<file path="src/rtl/abacus_counter_reader.sv">
// rtl/abacus_counter_reader.sv - Wishbone classic reader that streams a block of ABACUS profiler counters
module abacus_counter_reader #(
    parameter logic [31:0] BASE_ADDR = 32'hf0030100,
    parameter int          MAX_WORDS = 16,
    parameter int          TIMEOUT   = 255,
    localparam int         IW        = $clog2(MAX_WORDS),
    localparam int         CW        = $clog2(MAX_WORDS + 1)
) (
    input  logic          clk,
    input  logic          rst,
    input  logic          start,
    input  logic [CW-1:0] num_words,
    output logic          busy,
    output logic          done,
    output logic          error,
    output logic          wb_cyc,
    output logic          wb_stb,
    output logic          wb_we,
    output logic [31:0]   wb_adr,
    input  logic [31:0]   wb_dat_i,
    input  logic          wb_ack,
    output logic          out_valid,
    input  logic          out_ready,
    output logic [31:0]   out_data,
    output logic [IW-1:0] out_index,
    output logic          out_last
);

    localparam int          TW      = $clog2(TIMEOUT + 1);
    localparam logic [TW-1:0] TO_LAST = TW'(TIMEOUT - 1);
    localparam logic [CW-1:0] N_MAX   = CW'(MAX_WORDS);

    typedef enum logic [1:0] {IDLE, REQ, OUT, FIN} state_t;

    state_t        state, state_nxt;
    logic [CW-1:0] n;
    logic [CW-1:0] n_clamp;
    logic [IW-1:0] index, idx_nxt;
    logic [TW-1:0] wait_cnt;
    logic [31:0]   adr_q;
    logic          load_adr;
    logic          timeout_hit;
    logic          accept;
    logic          is_last;

    assign n_clamp = (num_words > N_MAX) ? N_MAX : num_words;
    assign is_last = (CW'(index) == n - CW'(1));

    always_comb begin
        state_nxt   = state;
        idx_nxt     = index;
        load_adr    = 1'b0;
        timeout_hit = 1'b0;
        accept      = 1'b0;
        case (state)
            IDLE: begin
                if (start) begin
                    accept  = 1'b1;
                    idx_nxt = '0;
                    if (n_clamp == '0) begin
                        state_nxt = FIN;
                    end else begin
                        state_nxt = REQ;
                        load_adr  = 1'b1;
                    end
                end
            end
            REQ: begin
                if (wb_ack) begin
                    state_nxt = OUT;
                end else if (wait_cnt == TO_LAST) begin
                    state_nxt   = FIN;
                    timeout_hit = 1'b1;
                end
            end
            OUT: begin
                if (out_ready) begin
                    if (is_last) begin
                        state_nxt = FIN;
                    end else begin
                        idx_nxt   = index + IW'(1);
                        state_nxt = REQ;
                        load_adr  = 1'b1;
                    end
                end
            end
            FIN:     state_nxt = IDLE;
            default: state_nxt = IDLE;
        endcase
    end

    always_ff @(posedge clk or posedge rst) begin
        if (rst) begin
            state    <= IDLE;
            n        <= '0;
            index    <= '0;
            wait_cnt <= '0;
            adr_q    <= BASE_ADDR;
            out_data <= '0;
            error    <= 1'b0;
        end else begin
            state <= state_nxt;
            index <= idx_nxt;
            if (accept) begin
                n     <= n_clamp;
                error <= 1'b0;
            end
            if (timeout_hit) begin
                error <= 1'b1;
            end
            // Address only moves when a new request begins, so an idle bus shows the last one used
            if (load_adr) begin
                adr_q <= BASE_ADDR + {{(30 - IW){1'b0}}, idx_nxt, 2'b00};
            end
            if (state != REQ) begin
                wait_cnt <= '0;
            end else begin
                wait_cnt <= wait_cnt + TW'(1);
            end
            if (state == REQ && wb_ack) begin
                out_data <= wb_dat_i;
            end
        end
    end

    assign busy      = (state == REQ) || (state == OUT);
    assign done      = (state == FIN);
    assign wb_cyc    = (state == REQ);
    assign wb_stb    = (state == REQ);
    assign wb_we     = 1'b0;
    assign wb_adr    = adr_q;
    assign out_valid = (state == OUT);
    assign out_index = index;
    assign out_last  = (state == OUT) && is_last;

endmodule
</file>
<file path="config.mk">
export PLATFORM = sky130hd
export DESIGN_NAME = abacus_counter_reader
export DESIGN_NICKNAME = d
export VERILOG_FILES = /design/src/rtl/abacus_counter_reader.sv
export SDC_FILE = /design/constraint.sdc
export NUM_CORES = 1
export LEC_CHECK = 0
export CORE_ASPECT_RATIO = 0.9
export CORE_MARGIN = 2
export CORE_UTILIZATION = 43
export CTS_CLUSTER_SIZE = 40
export DETAILED_ROUTE_END_ITERATION = 8
export GPL_TIMING_DRIVEN = 1
export PLACE_DENSITY_LB_ADDON = 0.15
export SYNTH_ARGS = -nofsm -noshare
export SYNTH_HDL_FRONTEND = slang
export SYNTH_SLANG_ARGS = --single-unit
</file>
<file path="constraint.sdc">
create_clock -name clk -period 2.7 [get_ports clk]
set_input_delay 0.81 -clock clk [delete_from_list [all_inputs] [get_ports clk]]
set_output_delay 0.81 -clock clk [all_outputs]
set_load 0.1 [all_outputs]
</file>
After elaboration in Yosys (flattened, before gate mapping)
Index checks and enable logic that the tools add are counted.
Widths: inputs -> output; s select.
Word-level totals
  flip-flop bits (word level): 84
  bits in latches: 0
  RAM bits: 0
  ROM bits: 0
  input bits: 42
  output and inout port bits: 76
  logic and storage cells: 53
  memories kept: 0
Operators by class
  add/subtract/negate cells: 4
  $mul: 0
  divide/modulo/power cells: 0
  order comparisons: 1
  equality and inequality tests: 9
  shift-type cells: 0
  multiplexer cells: 25
  bitwise gates (word level): 0
  reductions and logical operators: 7
Operators by type and width (count)
  $add 29x7->30 const A: 1
  $mux 2: 6
  $mux 4: 3
  $mux 1: 11
  $add 8x1->8 const B: 1
  $eq 8x8->1 const B: 1
  $mux 8: 1
  $pmux 2 s4: 1
  $pmux 4 s2: 1
  $eq 4x5->1: 1
  $gt 5x5->1 const B: 1
  $logic_not 5->1: 1
  $mux 5: 1
  $sub 5x1->5 const B: 1
  $add 4x1->4 const B: 1
  $eq 2x2->1 const B: 2
  $ne 2x1->1 const B: 2
  $ne 3x1->1 const B: 1
  $reduce_and 3->1: 1
  $eq 2x1->1 const B: 1
  $logic_and 1x1->1: 2
  $logic_not 2->1: 1
  $ne 2x2->1 const B: 1
  $pmux 1 s2: 1
  2 further kinds: 2

Depth between registers and ports, before layout
  depth after elaboration: 6
  mapped depth: 8
  depth with buffers taken out: 8

Worst setup path before layout
No wires, ideal clock.
  kind: register to output
  start point: register index[2], in the netlist out_index[2]
  end point: output out_last
  arrival time: 2792 ps
  data required time: 1890 ps
  slack: -902 ps
  stages on the path, launching flop included: 6
  cell sequence: dfrtp_1 -> buf_4 -> and4bb_1 -> a22oi_1 -> a2111oi_4 -> and2_1
Between the ends
  longest elaborated chain between the ends: 2
Ends and longest elaborated chain
  start: declaration: RTL line 38  | logic [IW-1:0] index, idx_nxt;
  start signal: assignment: RTL line 103  | index <= idx_nxt;
  $eq 4x5->1: RTL line 47  | assign is_last = (CW'(index) == n - CW'(1));
  $logic_and 1x1->1: RTL line 134  | assign out_last = (state == OUT) && is_last;
  end: declaration: RTL line 26  | output logic out_last
No other way between the ends.

Worst setup path in the final report
  start point: register n[0]
  end point: output out_last
Between the ends
  longest elaborated chain between the ends: 3
Ends and longest elaborated chain
  start: declaration: RTL line 36  | logic [CW-1:0] n;
  start signal: assignment: RTL line 105  | n <= n_clamp;
  $sub 5x1->5: RTL line 47
  $eq 4x5->1: RTL line 47
  $logic_and 1x1->1: RTL line 134
No other way between the ends.

==> metrics <==
input/output buffers 88; Crit path max-delay family compound AO/OA/AOI/OAI gates; TritonRoute pass-1 iters 4; Synth-to-Final Area Change 37.3%; Synth top cells by count 56 x dfrtp_1, 36 x mux2_2, 31 x buf_4; clk_skew between 0.004 and 0.005 ns; pre-CTS WS 0.0657 ns; TritonCTS clock tree built; Setup Viol. Count Final 1; share of cells above drive strength 1 36.1%; diode count 0; Worst R2R Path Depth 11; Top Ports between 100 and 150; Fmax 0.366 GHz; worst path bufs/invs 2; via count 1,986; RSZ-0062 raised after global routing yes; Hold Buf Count CTS 0; Post-Syn Instances 240; initial antenna violation count 0; GRT overflow 0; CP Capture Type output pin; most common cell in the synthesized netlist dfrtp_1; crit path time final between 2 and 3 ns; Slew Viols, Final 0; status finished with violations; # rows 27; wire per inst 13.3 um; leading area contributor after synthesis dfrtp_1; top-area cell type share of the netlist area 49.8%; fill cell count 545; Die Footprint 7210 sq um; CP max FO 3; CP max stage cell dfrtp_1; Layout Nets 387; Die W 89.3 um; Post-synth EDFFs 0; top cells by area, synth dfrtp_1 50%, mux2_2 14%, buf_4 8.3%; max_cap viols 0; GRT Total Usage 16.2%; worst setup margin -0.0302 ns; RR Startpoint n[0]; DP Wirelength about 4300 um; yosys warns 0; clock sink count 56; chip height 80.7 um; area of the mapped netlist around 2800 sq um; Starting Density 45.3%; crit-path cells inv_2 -> ha_4 -> nor2b_4 -> o21ai_2 -> a2111oi_4 -> and2_4 -> buf_12; hold path endpoint wait_cnt[0]; clk root buf clkbuf_8; clk slew on worst S/H paths 0.10 ns; Final ANT Viol Nets 0; Setup TNS Final -0.0302 ns; FF+latch count, synth 56; hold path depth 1; largest net degree at the start of global routing 26; critical path required time 1.89 ns; final period utilization 101%; Fin. Hold Viols 0; syn_area_per_cell 11.7 sq um; first-pass GRT wire length slightly above 9000 um; DRC viols 0; async set or reset register ratio after synthesis between 90% and 100%; slew margin rel. 63.6%; vias per inst 4.67; Worst path max stage delay roughly 0.43 ns; critical path launch point type flop; vias in the first global route 2,017; Critical Path AT 1.92 ns; Top FF cell, synth dfrtp_1; Hold Path Origin wait_cnt[0]; level count of the clock H-tree 2; register-to-register setup slack about 0.21 ns; Setup CP Type reg -> out; Iter 0 DRT Violations 48; worst slew pin tran between 0.5 and 0.6 ns; Routed Wire Length 5660 um; Worst-Skew Late Latency 0.30 ns; Clock Path Buffers 2; core box area about 6200 sq um; routability congestion estimate approximately 0.8; failing checks setup timing; R2R Path End wb_adr[3]; register area share after synthesis between 40% and 50%; worst hold path type reg -> reg; CTS buffer count 5; number of library cell types mapped by synthesis 42
[flip-flops by register name, summed over array words and instances (netlist names)]
name and count:
n 5, state 2, out_data 32, out_index 4
wait_cnt 8, wb_adr 4, error 1
[layer usage]
metal	track usage [%]	part of all wire (%)	vias to the layer above
met5	0	0	-
met4	4.93	1.0	0
met3	4.78	7.4	7
met2	27.2	50	70
met1	20.2	41	958
li1	-	-	951
[repair_timing]
action,CTS,global route
endpoints found under the setup margin,1,1
hold endpoints to repair,0,0
pin swaps,5,2
resized for setup,4,4
setup buffers,3,3
[layout make-up]
type / count / area (sq um) / area share [%]
multi-input cells: 163 / 1260 / 32.6
well taps: 87 / 109 / 2.82
clock inverters: 2 / 35.0 / 0.907
clock buffers: 6 / 72.6 / 1.88
repair buffers: 100 / 941 / 24.4
flip-flops and latches: 56 / 1410 / 36.4
inverters: 11 / 41.3 / 1.07
[per-stage QoR]
step,instance area [sq um],util [%],std cells,hold WS [ns]
after CTS,3830,61.6,422,0.500
after floorplan,2940,-,267,0.451
after global routing,3860,62.2,425,0.527
after global placement,3680,59.3,411,0.471
after detailed placement,3680,59.3,411,0.478
final,3860,62.2,425,0.495
[worst max path at each step]
stage | startpoint | to | depth (start not counted)
4_1_cts | n[2] | out_last | 5
6_report | n[0] | out_last | 7
3_3_place_gp | num_words[1] | wb_adr[3] | 6
2_1_floorplan | out_index[2] | out_last | 5
5_1_grt | n[0] | out_last | 7
3_5_place_dp | num_words[1] | wb_adr[2] | 6
[cell families (layout without fill, tap and decap cells)]
group                      after synthesis  in the layout  share of synthesized area [%]
AOI/OAI and AO/OA                       28             28                           7.60
muxes                                   39             39                           15.7
DFF                                     56             56                           49.8
buffers and inverters                   48            119                           10.5
and+or+nand+nor                         49             49                           9.47
adders and majority gates                8              8                           3.56
other                                    2             29                          0.267
xor gates and xnor gates                10             10                           3.11
[worst reg2reg max path: cells and delay by family, from the launching register on]
family | cells | cell delay (ns)
muxes | 1 | 0.36
buffers and inverters | 4 | 0.48
AOI/OAI and AO/OA | 3 | 0.70
DFF | 1 | 0.43
and+or+nand+nor | 2 | 0.29
adders and majority gates | 1 | 0.14
[placed cells by master, fill, tap and decap left out, types with 3 or more instances in the layout]
master	instances
ha_1	6
buf_4	52
clkdlybuf4s50_1	41
dfrtp_1	52
mux2_2	36
o21ai_0	8
dfrtp_2	4
nor2_1	4
nand3_1	6
and2_1	4
conb_1	29
inv_1	8
nand2_1	13
a21oi_1	3
nand2b_1	6
buf_12	7
nor2b_1	3
xnor2_1	9
clkbuf_8	5
inv_2	3
Power is left out: the tool's default activity adds up to more than one toggle a clock period on the data nets, which glitch-free logic cannot reach.
